<file path="config.mk">
export PLATFORM = sky130hd
export DESIGN_NAME = crypt_engine
export DESIGN_NICKNAME = d
export VERILOG_FILES = /design/src/rtl/crypt_engine_pkg.sv /design/src/rtl/crypt_alu.sv /design/src/rtl/crypt_engine.sv
export SDC_FILE = /design/constraint.sdc
export NUM_CORES = 1
export LEC_CHECK = 0
export CAP_MARGIN = 20
export CORE_MARGIN = 1
export CORE_UTILIZATION = 45
export CTS_CLUSTER_SIZE = 14
export DETAILED_ROUTE_END_ITERATION = 12
export PLACE_DENSITY = 0.66
export SYNTH_ARGS = -nofsm -noshare
export SYNTH_HDL_FRONTEND = slang
export SYNTH_SLANG_ARGS = --single-unit
</file>
<file path="constraint.sdc">
create_clock -name sysclk -period 3.9 [get_ports sysclk]
set_input_delay 0.585 -clock sysclk [delete_from_list [all_inputs] [get_ports sysclk]]
set_output_delay 0.585 -clock sysclk [all_outputs]
set_load 0.1 [all_outputs]
</file>
<file path="src/rtl/crypt_engine_pkg.sv">
// Shared widths, opcode values and FSM encoding for the command-driven crypt engine.
package crypt_engine_pkg;

   localparam int unsigned ADDR_W = 14;
   localparam int unsigned DATA_W = 8;

   localparam logic [DATA_W-1:0] OP_HALT = 8'h00;
   localparam logic [DATA_W-1:0] OP_XOR  = 8'h01;
   localparam logic [DATA_W-1:0] OP_ADD  = 8'h02;
   localparam logic [DATA_W-1:0] OP_SUB  = 8'h03;
   localparam logic [DATA_W-1:0] OP_COPY = 8'h04;

   typedef enum logic [3:0] {
      S_IDLE,
      S_FADDR,
      S_FWAIT,
      S_FCAP,
      S_DECODE,
      S_RADDR,
      S_RWAIT,
      S_WRITE,
      S_FINISH
   } state_t;

endpackage

</file>
<file path="src/rtl/crypt_alu.sv">
// Byte-wide combinational operator: src op key for the legal data opcodes.
module crypt_alu
   import crypt_engine_pkg::*;
(
   input  logic [DATA_W-1:0] opcode,
   input  logic [DATA_W-1:0] a,
   input  logic [DATA_W-1:0] b,
   output logic [DATA_W-1:0] result
);

   // ADD/SUB wrap naturally at 8 bits; COPY and anything else pass src through.
   always_comb begin
      result = a;
      case (opcode)
         OP_XOR:  result = a ^ b;
         OP_ADD:  result = a + b;
         OP_SUB:  result = a - b;
         default: result = a;
      endcase
   end

endmodule

</file>
<file path="src/rtl/crypt_engine.sv">
// Command-program engine: fetches 4-byte records from cmd RAM and streams
// dst[a] = src[a] op key[a] through one-cycle-latency BSRAM ports.
module crypt_engine
   import crypt_engine_pkg::*;
(
   input  logic              sysclk,
   input  logic              reset,
   input  logic              start,
   output logic              busy,
   output logic              done,
   output logic              error,
   output logic [ADDR_W-1:0] mem_cmd_ad,
   output logic [ADDR_W-1:0] mem_src_ad,
   output logic [ADDR_W-1:0] mem_key_ad,
   output logic [ADDR_W-1:0] mem_dst_ad,
   output logic              mem_cmd_ce,
   output logic              mem_cmd_oce,
   output logic              mem_src_ce,
   output logic              mem_src_oce,
   output logic              mem_key_ce,
   output logic              mem_key_oce,
   output logic              mem_dst_ce,
   output logic              mem_dst_wre,
   output logic [DATA_W-1:0] mem_dst_din,
   input  logic [DATA_W-1:0] mem_cmd_dout,
   input  logic [DATA_W-1:0] mem_src_dout,
   input  logic [DATA_W-1:0] mem_key_dout
);

   state_t            state_q, state_d;
   logic [ADDR_W-1:0] pc_q, pc_d;
   logic [1:0]        fidx_q, fidx_d;
   logic [DATA_W-1:0] op_q, op_d;
   logic [5:0]        hi_q, hi_d;
   logic [DATA_W-1:0] lo_q, lo_d;
   logic [DATA_W-1:0] len_q, len_d;
   logic [DATA_W-1:0] idx_q, idx_d;
   logic              busy_q, busy_d;
   logic              done_q, done_d;
   logic              error_q, error_d;
   logic [ADDR_W-1:0] cmd_ad_q, cmd_ad_d;
   logic [ADDR_W-1:0] dat_ad_q, dat_ad_d;
   logic [ADDR_W-1:0] dst_ad_q, dst_ad_d;
   logic              cmd_rd_q, cmd_rd_d;
   logic              dat_rd_q, dat_rd_d;
   logic              dst_wr_q, dst_wr_d;
   logic [DATA_W-1:0] dst_din_q, dst_din_d;
   logic [DATA_W-1:0] alu_result;
   logic [ADDR_W-1:0] data_addr;

   // Current data byte address; the 14-bit sum wraps the address space.
   assign data_addr = {hi_q, lo_q} + ADDR_W'(idx_q);

   crypt_alu u_alu (
      .opcode (op_q),
      .a      (mem_src_dout),
      .b      (mem_key_dout),
      .result (alu_result)
   );

   // State and registered-output update.
   always_ff @(posedge sysclk or posedge reset) begin
      if (reset) begin
         state_q   <= S_IDLE;
         pc_q      <= '0;
         fidx_q    <= '0;
         op_q      <= '0;
         hi_q      <= '0;
         lo_q      <= '0;
         len_q     <= '0;
         idx_q     <= '0;
         busy_q    <= 1'b0;
         done_q    <= 1'b0;
         error_q   <= 1'b0;
         cmd_ad_q  <= '0;
         dat_ad_q  <= '0;
         dst_ad_q  <= '0;
         cmd_rd_q  <= 1'b0;
         dat_rd_q  <= 1'b0;
         dst_wr_q  <= 1'b0;
         dst_din_q <= '0;
      end else begin
         state_q   <= state_d;
         pc_q      <= pc_d;
         fidx_q    <= fidx_d;
         op_q      <= op_d;
         hi_q      <= hi_d;
         lo_q      <= lo_d;
         len_q     <= len_d;
         idx_q     <= idx_d;
         busy_q    <= busy_d;
         done_q    <= done_d;
         error_q   <= error_d;
         cmd_ad_q  <= cmd_ad_d;
         dat_ad_q  <= dat_ad_d;
         dst_ad_q  <= dst_ad_d;
         cmd_rd_q  <= cmd_rd_d;
         dat_rd_q  <= dat_rd_d;
         dst_wr_q  <= dst_wr_d;
         dst_din_q <= dst_din_d;
      end
   end

   // Next state and next values of every registered output; strobes default low.
   always_comb begin
      state_d   = state_q;
      pc_d      = pc_q;
      fidx_d    = fidx_q;
      op_d      = op_q;
      hi_d      = hi_q;
      lo_d      = lo_q;
      len_d     = len_q;
      idx_d     = idx_q;
      busy_d    = busy_q;
      done_d    = 1'b0;
      error_d   = error_q;
      cmd_ad_d  = cmd_ad_q;
      dat_ad_d  = dat_ad_q;
      dst_ad_d  = dst_ad_q;
      cmd_rd_d  = 1'b0;
      dat_rd_d  = 1'b0;
      dst_wr_d  = 1'b0;
      dst_din_d = dst_din_q;

      case (state_q)
         S_IDLE: begin
            if (start) begin
               state_d = S_FADDR;
               pc_d    = '0;
               fidx_d  = '0;
               error_d = 1'b0;
               busy_d  = 1'b1;
            end
         end
         S_FADDR: begin
            cmd_ad_d = pc_q + ADDR_W'(fidx_q);
            cmd_rd_d = 1'b1;
            state_d  = S_FWAIT;
         end
         S_FWAIT: state_d = S_FCAP;
         S_FCAP: begin
            case (fidx_q)
               2'd0:    op_d  = mem_cmd_dout;
               2'd1:    hi_d  = mem_cmd_dout[5:0];
               2'd2:    lo_d  = mem_cmd_dout;
               default: len_d = mem_cmd_dout;
            endcase
            fidx_d  = fidx_q + 2'd1;
            state_d = (fidx_q == 2'd3) ? S_DECODE : S_FADDR;
         end
         S_DECODE: begin
            idx_d = '0;
            case (op_q)
               OP_HALT: state_d = S_FINISH;
               OP_XOR, OP_ADD, OP_SUB, OP_COPY: state_d = S_RADDR;
               default: begin
                  error_d = 1'b1;
                  state_d = S_FINISH;
               end
            endcase
         end
         S_RADDR: begin
            dat_ad_d = data_addr;
            dat_rd_d = 1'b1;
            state_d  = S_RWAIT;
         end
         S_RWAIT: state_d = S_WRITE;
         S_WRITE: begin
            dst_ad_d  = data_addr;
            dst_din_d = alu_result;
            dst_wr_d  = 1'b1;
            idx_d     = idx_q + 8'd1;
            // len of 0 ends after 256 bytes because len-1 wraps to 0xFF.
            if (idx_q == len_q - 8'd1) begin
               pc_d    = pc_q + ADDR_W'(4);
               state_d = S_FADDR;
            end else begin
               state_d = S_RADDR;
            end
         end
         S_FINISH: begin
            done_d  = 1'b1;
            busy_d  = 1'b0;
            state_d = S_IDLE;
         end
         default: state_d = S_IDLE;
      endcase
   end

   assign busy        = busy_q;
   assign done        = done_q;
   assign error       = error_q;
   assign mem_cmd_ad  = cmd_ad_q;
   assign mem_src_ad  = dat_ad_q;
   assign mem_key_ad  = dat_ad_q;
   assign mem_dst_ad  = dst_ad_q;
   assign mem_cmd_ce  = cmd_rd_q;
   assign mem_cmd_oce = cmd_rd_q;
   assign mem_src_ce  = dat_rd_q;
   assign mem_src_oce = dat_rd_q;
   assign mem_key_ce  = dat_rd_q;
   assign mem_key_oce = dat_rd_q;
   assign mem_dst_ce  = dst_wr_q;
   assign mem_dst_wre = dst_wr_q;
   assign mem_dst_din = dst_din_q;

endmodule

</file>
# Yosys cells after proc, flatten, opt, wreduce, memory -nomap -nowiden
# Cells that the tools add are included.
# Widths: inputs -> output; s select.
# op_classes
reduce_logical,19
muxes,21
n_addsub,8
n_bitwise,2
n_eq_ne,19
# ops
operator,n
$pmux 4 s8,1
$mux 14,2
$pmux 14 s2,1
$pmux 8 s3,1
$eq 4x3->1 const B,4
$eq 8x2->1 const B,2
$pmux 8 s2,1
$add 14x2->14,1
$add 14x3->14 const B,1
$add 14x8->14,1
$reduce_and 2->1,6
$reduce_bool 2->1,5
$add 8x1->8 const B,1
$add 8x8->8,1
$eq 4x2->1 const B,2
$eq 8x1->1 const B,1
$eq 8x3->1 const B,1
$eq 8x8->1,1
$logic_not 8->1,1
$mux 4,2
$sub 8x1->8 const B,1
$sub 8x8->8,1
$xor 8x8->8,1
$mux 1,7
other kinds (17),23
# totals
register_bits,114
inputBits,27
wordCells,87

# Longest topological paths before layout
# Gate-level depths: netlist of the first run.
# depth
ltp_word,4
depth_mapped,15

# Cells and area by module
# A second synthesis of the first run with hierarchy kept.
# hier_totals
cells_unflattened,597
area_unflattened_um2,6087.1
# by_module_without_submodules
module,n_inst,area_each_um2,seq_area_each_um2,cells_each
crypt_engine,1,5368.9,2802.7,503
crypt_alu,1,718.2,0.0,94

# Worst setup path before layout of the first run
# No wires, ideal clock.
# synth_timing
path_type,register -> register
from,reg op_q[3]
to,reg dst_din_q[5] (netlist: mem_dst_din[5])
setup_slack_ns,0.618
path_stages_with_launch,15
n_path_buf,1
arrival_ns,3.154
setup_ns,0.128
path_cell_list,dfrtp_1 -> or4_1 -> nor3_1 -> clkbuf_1 -> nand3_1 -> o21ai_0 -> inv_1 -> ha_1 -> nor2b_1 -> o21a_1 -> o211ai_1 -> nand3b_1 -> xor2_1 -> a211oi_1 -> nor3_1
# synth_between
elab_chain_cells,2
elab_cells_between_ends,4
cone_classes,eq/ne: 3; mux: 1
# synth_lines
item,line_no,source
"start, declared",crypt_engine.sv:33,"logic [DATA_W-1:0] op_q, op_d;"
"start signal, assigned",crypt_engine.sv:86,op_q <= op_d;
$eq 8x2->1 or $eq 8x1->1 (tied branches),crypt_alu.sv:14,case (opcode)
$pmux 8 s3 (*),crypt_alu.sv:14,
"end signal, assigned",crypt_engine.sv:100,dst_din_q <= dst_din_d;
"end, declared",crypt_engine.sv:47,"logic [DATA_W-1:0] dst_din_q, dst_din_d;"
# Mark *: on every way between the ends. The rest lies on a longest branch, timed or not.
# A chain may end at the register's enable or synchronous reset.

# Worst setup path after layout of the first run
# Ends and elaborated chain as after synthesis.

==> impl_results.html, run 1 <==
<table>
<tr><th>Metric</th><th>Value</th></tr>
<tr><th colspan="2">Worst setup path</th></tr>
<tr><td>Worst path buffer plus inverter count</td><td>2</td></tr>
<tr><td>Endpoint type of the worst setup path</td><td>flop</td></tr>
<tr><td>Critical path class</td><td>reg2reg</td></tr>
<tr><td>Critical register-to-register path startpoint</td><td>op_q[3]</td></tr>
<tr><td>Crit Reg-Reg Endpoint</td><td>mem_dst_din[5]</td></tr>
<tr><td>Worst Path Max Fanout</td><td>11</td></tr>
<tr><td>Family of cells with the greatest summed delay on the critical path</td><td>simple AND/OR/NAND/NOR gates</td></tr>
<tr><td>Required time reported for the critical path endpoint</td><td>just over 4000 ps</td></tr>
<tr><td>Reg2Reg Setup Slack</td><td>around 460 ps</td></tr>
<tr><td>Worst setup SP type</td><td>flop</td></tr>
<tr><td>Cells along the critical path</td><td>or4_1, nor3_1, buf_4, nand3_1, o21ai_0, inv_1, ha_1, nor2b_1, o21a_1, o211ai_1, nand3b_1, xor2_1, a211oi_1, nor3_1</td></tr>
<tr><td>Crit-path most repeated cell</td><td>nor3_1</td></tr>
<tr><td>Slowest stage cell on the critical path</td><td>or4_1</td></tr>
<tr><td>Critical Path AT</td><td>about 3700 ps</td></tr>
<tr><td>Origin of the worst setup path</td><td>op_q[3]</td></tr>
<tr><td>Crit path largest cell delay</td><td>about 570 ps</td></tr>
<tr><td>Cell count of the worst reg-to-reg path</td><td>14</td></tr>
<tr><th colspan="2">Detailed routing</th></tr>
<tr><td>Overall routed net length</td><td>13.48 mm</td></tr>
<tr><td>Number of nets with antenna violations after routing</td><td>0</td></tr>
<tr><td>Drt first-iter violations</td><td>about 250</td></tr>
<tr><td>Routed length per instance</td><td>15.55 um</td></tr>
<tr><td>Initial DRT Pass Iterations</td><td>5</td></tr>
<tr><td>Routed via count divided by cell count</td><td>between 5 and 6</td></tr>
<tr><td>Total via count after detailed routing</td><td>4626</td></tr>
<tr><td>DRC violation count after routing</td><td>0</td></tr>
<tr><th colspan="2">Die</th></tr>
<tr><td>Core area</td><td>13190 um2</td></tr>
<tr><td>Die ar.</td><td>roughly 14000 um2</td></tr>
<tr><td>Die X-Extent</td><td>roughly 120 um</td></tr>
<tr><td>I/O pins</td><td>between 100 and 150</td></tr>
<tr><td>Chip Height</td><td>about 120 um</td></tr>
<tr><td>Placement row count</td><td>between 40 and 50</td></tr>
<tr><td>Starting utilization of the core area</td><td>0.4611</td></tr>
<tr><th colspan="2">STA</th></tr>
<tr><td>Pins over their slew limit</td><td>0</td></tr>
<tr><td>Setup TNS</td><td>0 ps</td></tr>
<tr><td>Worst clock skew on the final layout</td><td>between 7 and 8 ps</td></tr>
<tr><td>Slew of the pin with the lowest slew margin</td><td>993.3 ps</td></tr>
<tr><td>Highest clock rate</td><td>just under 300 MHz</td></tr>
<tr><td>Period utilization</td><td>0.8826</td></tr>
<tr><td>Number of endpoints failing setup at the final stage</td><td>0</td></tr>
<tr><td>Endpoints failing hold</td><td>0</td></tr>
<tr><td>Unrepaired setup endpoints after global routing</td><td>false</td></tr>
<tr><td>Worst slew slack as a fraction of its limit</td><td>0.3357</td></tr>
<tr><td>Min Tclk post-route</td><td>around 3400 ps</td></tr>
<tr><th colspan="2">Synthesis</th></tr>
<tr><td>Post-synth top cells</td><td>dfrtp_1 (112), nand2_1 (73), o21ai_0 (56)</td></tr>
<tr><td>Largest area contributor in the synthesized netlist</td><td>dfrtp_1</td></tr>
<tr><td>Most frequently used cell type in the post-synthesis netlist</td><td>dfrtp_1</td></tr>
<tr><td>Distinct cell type count of the synthesized netlist</td><td>between 50 and 60</td></tr>
<tr><td>Flip-flop cell with the highest count after synthesis</td><td>dfrtp_1</td></tr>
<tr><td>Avg Inst Size Synth</td><td>around 10 um2</td></tr>
<tr><td>Syn Inst Count</td><td>slightly above 600</td></tr>
<tr><td>Yosys warnings</td><td>0</td></tr>
<tr><td>Number of enable flip-flop cells after synthesis</td><td>0</td></tr>
<tr><td>Post-synth net total</td><td>roughly 670</td></tr>
<tr><td>Cell Area, Synth</td><td>between 6000 and 7000 um2</td></tr>
<tr><td>Flop and latch count out of synthesis</td><td>around 110</td></tr>
<tr><td>Synth area leaders</td><td>dfrtp_1 (46%), mux2_2 (8.3%), ha_1 (4.9%)</td></tr>
<tr><td>Share of the synthesized area in the top cell type</td><td>0.4608</td></tr>
<tr><td>Share of synthesized registers carrying an async set or reset</td><td>1.000</td></tr>
<tr><td>Sequential element share of the synthesized area</td><td>0.4608</td></tr>
<tr><th colspan="2">Run status</th></tr>
<tr><td>Run status</td><td>finished, final reports clean</td></tr>
<tr><th colspan="2">Global route</th></tr>
<tr><td>Total routing resource utilization after global routing</td><td>0.2016</td></tr>
<tr><td>Number of antenna violations at the first check in global routing</td><td>0</td></tr>
<tr><td>Global-route wire length before repair</td><td>roughly 22 mm</td></tr>
<tr><td>Vias in the first global route</td><td>approximately 4500</td></tr>
<tr><td>Aggregate global routing overflow</td><td>0</td></tr>
<tr><td>Pin count of the biggest net entering global routing</td><td>between 60 and 70</td></tr>
<tr><th colspan="2">Clock tree</th></tr>
<tr><td>CTS buffer count</td><td>9</td></tr>
<tr><td>CTS tree</td><td>done</td></tr>
<tr><td>Max Buffers Root-to-Sink</td><td>2</td></tr>
<tr><td>CTS resizes</td><td>0</td></tr>
<tr><td>Clock H-tree levels</td><td>3</td></tr>
<tr><td>Post-CTS Hold Buffers</td><td>0</td></tr>
<tr><td>CTS Sinks</td><td>between 100 and 150</td></tr>
<tr><td>Clk_lat worst skew</td><td>around 350 ps</td></tr>
<tr><td>Post-CTS Repair Setup Buffers</td><td>0</td></tr>
<tr><td>Clock-pin slew of the registers on the worst-case setup and hold paths</td><td>70 ps</td></tr>
<tr><td>Root Driver</td><td>clkbuf_16</td></tr>
<tr><th colspan="2">Finish</th></tr>
<tr><td>Number of antenna repair diodes</td><td>0</td></tr>
<tr><td>Filler Cell Count</td><td>1194</td></tr>
<tr><td>Core Util, Final</td><td>0.5622</td></tr>
<tr><td>Area added between synthesis and finish</td><td>21.93%</td></tr>
<tr><td>Register Area</td><td>~2800 um2</td></tr>
<tr><td>Proportion of layout cells with a drive suffix above 1</td><td>0.1100</td></tr>
<tr><td>Fin nets</td><td>approximately 740</td></tr>
<tr><td>Final instance area</td><td>7416 um2</td></tr>
<tr><td>Area of the multi-input gates</td><td>between 2000 and 3000 um2</td></tr>
<tr><th colspan="2">Placed design</th></tr>
<tr><td>Dpl cell area</td><td>between 7000 and 8000 um2</td></tr>
<tr><td>Final estimated routing congestion in global placement</td><td>between 0.8 and 0.9</td></tr>
<tr><td>Total of buffers placed on input and output ports</td><td>slightly above 100</td></tr>
<tr><td>HPWL Detailed</td><td>slightly below 10 mm</td></tr>
<tr><th colspan="2">Power</th></tr>
<tr><td>Switching power total</td><td>0.003500 W</td></tr>
<tr><td>Switching part of the total power</td><td>0.5309</td></tr>
<tr><td>Total power divided by cell area</td><td>around 890 nW/um2</td></tr>
<tr><td>Clock power frac</td><td>0.134</td></tr>
<tr><td>Cell-internal power</td><td>between 0.003 and 0.004 W</td></tr>
<tr><td>Part of the total power dissipated in combinational logic</td><td>0.578</td></tr>
<tr><td>Leakage dissipation</td><td>about 3.2 nW</td></tr>
<tr><td>VDD IR-drop max</td><td>about 0.63 mV</td></tr>
<tr><td>Power Total</td><td>approximately 0.0066 W</td></tr>
<tr><td>Part of the total power dissipated in sequential elements</td><td>0.288</td></tr>
<tr><th colspan="2">Flow run</th></tr>
<tr><td>Max cap viols</td><td>0</td></tr>
<tr><th colspan="2">Worst hold path</th></tr>
<tr><td>Class of the tightest hold or removal check</td><td>reg2reg</td></tr>
<tr><td>Worst Hold Endpoint</td><td>mem_dst_ad[1]</td></tr>
<tr><td>Hold Path Depth</td><td>2</td></tr>
<tr><td>Hold path startpoint</td><td>mem_dst_ad[1]</td></tr>
</table>
routing by layer:
layer / up-vias / part of all wire / GRT usage
met1: 2237 / 0.47 / 0.2786
met4: 0 / 0.011 / 0.06250
met3: 11 / 0.032 / 0.03378
met2: 86 / 0.48 / 0.3235
li1: 2292 / - / -
met5: - / 0 / 0
worst min-delay path, stage by stage (launching register included):
cell and delay [ps]:
dfrtp_1 340, nand2_1 40, o21ai_0 60
per-stage QoR:
step,hold WS [ps],worst slack (ps),instances
2_1_floorplan,470.1,356.0,612
3_3_place_gp,460.3,531.0,851
3_5_place_dp,469.1,464.2,851
4_1_cts,484.0,434.0,867
5_1_grt,508.0,141.8,867
6_report,476.0,457.9,867
cell families (layout without fill, tap and decap cells):
kind of cell | after synthesis | in the layout | share of synthesized area
flops | 112 | 112 | 0.4608
buf+inv | 64 | 143 | 0.05266
simple gates | 195 | 195 | 0.1603
xor+xnor | 32 | 32 | 0.04834
fa+ha+maj | 26 | 26 | 0.05596
compound gates | 136 | 136 | 0.1354
mux | 47 | 47 | 0.08661
layout by cell type (no fill, tap or decap), drive strengths merged, types with 13 or more instances in the layout:
cell type,n
nand2,73
xnor2,13
o21ai,57
clkdlybuf4s50,101
xor2,18
clkbuf,14
nand3,15
nor2,32
nor3,13
dfrtp,112
a21oi,28
ha,24
inv,21
mux2,45
state kept, by name, indices dropped and copies added, names as in the netlist:
signal and flops:
fidx_q 2, state_q 4, len_q 8, mem_key_ad 14, mem_cmd_ad 14, error 1, pc_q 12, mem_dst_ad 14
lo_q 8, mem_cmd_ce 1, mem_dst_ce 1, mem_dst_din 8, done 1, mem_key_ce 1, busy 1, op_q 8
idx_q 8, hi_q 6
worst max-delay path by stage:
stage                      to  cells past startpoint  slack (ps)
2_1_floorplan            busy                      1         360
3_3_place_gp   mem_dst_din[5]                     14         530
3_5_place_dp   mem_dst_din[5]                     14         460
4_1_cts        mem_dst_din[5]                     14         430
5_1_grt        mem_dst_din[5]                     14         140
6_report       mem_dst_din[5]                     14         460
power groups by stage:
stage | sequential, W | combinational, W | clock (W)
global placement | 0.00189 | 0.00378 | 0
global route | 0.00196 | 0.00401 | 0.000947
detailed placement | 0.00192 | 0.00383 | 0
CTS | 0.00190 | 0.00384 | 0.000905
finish | 0.00190 | 0.00381 | 0.000882
floorplan | 0.00318 | 0.00177 | 0
layout make-up:
| cell class | instances | area share |
|---|---|---|
| clock buffer | 14 | 0.03695 |
| clock inverter | 2 | 0.001687 |
| inverter | 21 | 0.01097 |
| multi-input combinational | 436 | 0.3997 |
| sequential | 112 | 0.3779 |
| tap | 176 | 0.02969 |
| timing repair buffer | 106 | 0.1431 |
No activity file was read; power rests on OpenSTA's default activity.
==> run 2, diff against run 1 <==
--- a/config.mk
+++ b/config.mk
@@ -10,7 +10,7 @@
 export CORE_UTILIZATION = 45
 export CTS_CLUSTER_SIZE = 14
 export DETAILED_ROUTE_END_ITERATION = 12
-export PLACE_DENSITY = 0.66
+export PLACE_DENSITY = 0.69
 export SYNTH_ARGS = -nofsm -noshare
 export SYNTH_HDL_FRONTEND = slang
 export SYNTH_SLANG_ARGS = --single-unit
==> run 2 against run 1 <==
Final cell count is the same. Non-clock buffer count is the same. Hold slack gained 2.3 ps. Sequential cell count is the same. Global-route usage grew 0.20 points. Clock skew increased by 4.1 ps. Critical path depth stayed put. Critical path type unchanged. Largest cell class unchanged. Highest routed layer unchanged.
==> impl_results.html, run 2 (synthesized netlist as in run 1, its figures left out) <==
<table>
<tr><th>Metric</th><th>Value</th></tr>
<tr><th colspan="2">Run status</th></tr>
<tr><td>Run status</td><td>finished, final reports clean (unchanged)</td></tr>
<tr><th colspan="2">Clock tree</th></tr>
<tr><td>Clock-pin slew of the registers on the worst-case setup and hold paths</td><td>70 ps (about the same)</td></tr>
<tr><td>CTS buffer count</td><td>9 (unchanged)</td></tr>
<tr><td>Clock H-tree levels</td><td>3 (unchanged)</td></tr>
<tr><td>Post-CTS Repair Setup Buffers</td><td>0 (unchanged)</td></tr>
<tr><td>Post-CTS Hold Buffers</td><td>0 (unchanged)</td></tr>
<tr><td>CTS Sinks</td><td>112 (unchanged)</td></tr>
<tr><td>Clk_lat worst skew</td><td>350 ps (about the same)</td></tr>
<tr><td>Root Driver</td><td>clkbuf_16 (unchanged)</td></tr>
<tr><td>Max Buffers Root-to-Sink</td><td>2 (unchanged)</td></tr>
<tr><td>CTS resizes</td><td>0 (unchanged)</td></tr>
<tr><td>CTS tree</td><td>done (unchanged)</td></tr>
<tr><th colspan="2">Placed design</th></tr>
<tr><td>Total of buffers placed on input and output ports</td><td>101 (unchanged)</td></tr>
<tr><td>Final estimated routing congestion in global placement</td><td>0.8510 (was 0.8585)</td></tr>
<tr><td>Total placed cells including tap cells</td><td>851 (unchanged)</td></tr>
<tr><td>HPWL Detailed</td><td>9.805 mm (was 9.782 mm)</td></tr>
<tr><th colspan="2">Worst setup path</th></tr>
<tr><td>Origin of the worst setup path</td><td>op_q[3] (unchanged)</td></tr>
<tr><td>Worst setup SP type</td><td>flop (unchanged)</td></tr>
<tr><td>Critical register-to-register path startpoint</td><td>op_q[3] (unchanged)</td></tr>
<tr><td>Endpoint type of the worst setup path</td><td>flop (unchanged)</td></tr>
<tr><td>Critical path class</td><td>reg2reg (unchanged)</td></tr>
<tr><td>Required time reported for the critical path endpoint</td><td>4130 ps (about the same)</td></tr>
<tr><td>Worst Path Max Fanout</td><td>11 (unchanged)</td></tr>
<tr><td>Critical Path AT</td><td>3640 ps (was 3670 ps)</td></tr>
<tr><th colspan="2">Global route</th></tr>
<tr><td>Global-route wire length before repair</td><td>22.79 mm (was 22.36 mm)</td></tr>
<tr><td>Vias in the first global route</td><td>4568 (was 4454)</td></tr>
<tr><td>Number of antenna violations at the first check in global routing</td><td>0 (unchanged)</td></tr>
<tr><td>Pin count of the biggest net entering global routing</td><td>70 (was 67)</td></tr>
<tr><td>Aggregate global routing overflow</td><td>0 (unchanged)</td></tr>
<tr><td>Total routing resource utilization after global routing</td><td>0.2036 (was 0.2016)</td></tr>
<tr><th colspan="2">Finish</th></tr>
<tr><td>Core Util, Final</td><td>0.5647 (was 0.5622)</td></tr>
<tr><td>Final cell count without fillers</td><td>867 (unchanged)</td></tr>
<tr><td>Number of antenna repair diodes</td><td>0 (unchanged)</td></tr>
<tr><td>Commonest non-fill, non-tap cell in the layout</td><td>dfrtp_1 (unchanged)</td></tr>
<tr><td>Filler Cell Count</td><td>1157 (was 1194)</td></tr>
<tr><td>Area added between synthesis and finish</td><td>22.46% (was 21.93%)</td></tr>
<tr><td>Proportion of layout cells with a drive suffix above 1</td><td>0.1114 (was 0.1100)</td></tr>
<tr><td>Commonest cells after routing, fill and taps aside</td><td>dfrtp_1 (112), clkdlybuf4s50_1 (101), nand2_1 (73) (unchanged)</td></tr>
<tr><td>Fin nets</td><td>739 (unchanged)</td></tr>
<tr><th colspan="2">Die</th></tr>
<tr><td>I/O pins</td><td>102 (unchanged)</td></tr>
<tr><td>Placement row count</td><td>42 (unchanged)</td></tr>
<tr><td>Die ar.</td><td>13980 um2 (unchanged)</td></tr>
<tr><td>Chip Height</td><td>118.3 um (unchanged)</td></tr>
<tr><td>Starting utilization of the core area</td><td>0.4611 (unchanged)</td></tr>
<tr><td>Core area</td><td>13190 um2 (unchanged)</td></tr>
<tr><td>Die X-Extent</td><td>118.3 um (unchanged)</td></tr>
<tr><th colspan="2">STA</th></tr>
<tr><td>Pins over their slew limit</td><td>0 (unchanged)</td></tr>
<tr><td>Highest clock rate</td><td>293.1 MHz (was 290.5 MHz)</td></tr>
<tr><td>Slew of the pin with the lowest slew margin</td><td>994.3 ps (was 993.3 ps)</td></tr>
<tr><td>Period utilization</td><td>0.8748 (was 0.8826)</td></tr>
<tr><td>Min Tclk post-route</td><td>3412 ps (was 3442 ps)</td></tr>
<tr><td>Endpoints failing hold</td><td>0 (unchanged)</td></tr>
<tr><td>Worst clock skew on the final layout</td><td>11.87 ps (was 7.762 ps)</td></tr>
<tr><td>Number of endpoints failing setup at the final stage</td><td>0 (unchanged)</td></tr>
<tr><td>Setup TNS</td><td>0 ps (unchanged)</td></tr>
<tr><td>Worst slew slack as a fraction of its limit</td><td>0.3351 (was 0.3357)</td></tr>
<tr><td>Unrepaired setup endpoints after global routing</td><td>false (unchanged)</td></tr>
<tr><th colspan="2">Power</th></tr>
<tr><td>Total power divided by cell area</td><td>900.9 nW/um2 (was 889.0 nW/um2)</td></tr>
<tr><td>Part of the total power dissipated in combinational logic</td><td>0.570 (was 0.578)</td></tr>
<tr><td>Leakage dissipation</td><td>3.263 nW (was 3.249 nW)</td></tr>
<tr><td>Cell-internal power</td><td>0.003172 W (was 0.003092 W)</td></tr>
<tr><td>Part of the total power dissipated in sequential elements</td><td>0.282 (was 0.288)</td></tr>
<tr><td>Power Total</td><td>0.006710 W (was 0.006593 W)</td></tr>
<tr><td>VDD IR-drop max</td><td>0.7313 mV (was 0.6346 mV)</td></tr>
<tr><td>Switching part of the total power</td><td>0.5273 (was 0.5309)</td></tr>
<tr><td>Switching power total</td><td>0.003538 W (was 0.003500 W)</td></tr>
<tr><td>Clock power frac</td><td>0.148 (was 0.134)</td></tr>
<tr><th colspan="2">Detailed routing</th></tr>
<tr><td>Total via count after detailed routing</td><td>4737 (was 4626)</td></tr>
<tr><td>Initial DRT Pass Iterations</td><td>10 (was 5)</td></tr>
<tr><td>Routed via count divided by cell count</td><td>5.464 (was 5.336)</td></tr>
<tr><td>Drt first-iter violations</td><td>340 (was 247)</td></tr>
<tr><td>Number of nets with antenna violations after routing</td><td>0 (unchanged)</td></tr>
<tr><td>Routed length per instance</td><td>15.60 um (was 15.55 um)</td></tr>
<tr><td>DRC violation count after routing</td><td>0 (unchanged)</td></tr>
<tr><td>Overall routed net length</td><td>13.52 mm (was 13.48 mm)</td></tr>
<tr><th colspan="2">Flow run</th></tr>
<tr><td>Max cap viols</td><td>0 (unchanged)</td></tr>
<tr><th colspan="2">Worst hold path</th></tr>
<tr><td>Class of the tightest hold or removal check</td><td>reg2reg (unchanged)</td></tr>
<tr><td>Hold path startpoint</td><td>mem_dst_ad[0] (was mem_dst_ad[1])</td></tr>
</table>
-- run 2: cell count changes in the layout (fill, tap and decap cells not counted) --
cell       before  now
bufinv_16       0    2
inv_6           0    2
clkbuf_8        3    0
clkbuf_1        2    1
-- run 2: path summary, 6_finish.rpt --
path / end / slack (ps) / depth (start not counted)
setup / recovery: mem_dst_din[5] / 490 / 14
hold / removal: mem_dst_ad[0] / 480 / 2
setup reg to reg: mem_dst_din[5] / 490 / 14
hold reg to reg: mem_dst_ad[0] / 480 / 2
max in group asynchronous: lo_q[6] / 2390 / 3
min in group asynchronous: mem_cmd_ce / 770 / 2
-- run 2: metrics by stage --
| step | hold WS, ps | setup WS [ps] | area (um2) |
|---|---|---|---|
| after global placement | 457.2 | 523.4 | 7129 |
| after detailed placement | 464.6 | 497.9 | 7129 |
| after global routing | 519.3 | 199.1 | 7448 |
| after floorplan | 470.1 | 356.0 | 6082 |
| after CTS | 482.3 | 464.2 | 7448 |
| final | 478.3 | 488.2 | 7448 |
-- run 2: layout make-up --
type | count | area (um2) | share of cell area
clock inverters | 6 | 90.09 | 0.01209
well taps | 176 | 220.2 | 0.02956
flip-flops and latches | 112 | 2803 | 0.3763
repair buffers | 106 | 1061 | 0.1424
multi-input cells | 436 | 2964 | 0.3980
clock buffers | 10 | 229.0 | 0.03074
inverters | 21 | 81.33 | 0.01092
-- run 2: power by group through the flow --
stage	clock network [W]	logic [W]	registers [W]
6_report	0.000993	0.00382	0.00189
5_1_grt	0.00107	0.00403	0.00196
4_1_cts	0.00101	0.00384	0.00190
3_5_place_dp	0	0.00384	0.00192
3_3_place_gp	0	0.00379	0.00190
2_1_floorplan	0	0.00177	0.00318
-- run 2: routing by layer --
layer	up-vias	track usage	wire length, um
met3	12	0.03475	542
met4	0	0.05689	144
met5	-	0	0
met1	2350	0.2811	6213
met2	81	0.3294	6621
li1	2294	-	-
-- run 2: worst max-delay path, stage by stage, from the launching register on --
cell,delay (ps)
dfrtp_1,370
or4_1,560
nor3_1,160
buf_4,210
nand3_1,180
o21ai_0,330
inv_1,80
ha_1,270
nor2b_1,130
o21a_1,180
o211ai_1,230
nand3b_1,120
xor2_1,150
a211oi_1,240
nor3_1,80
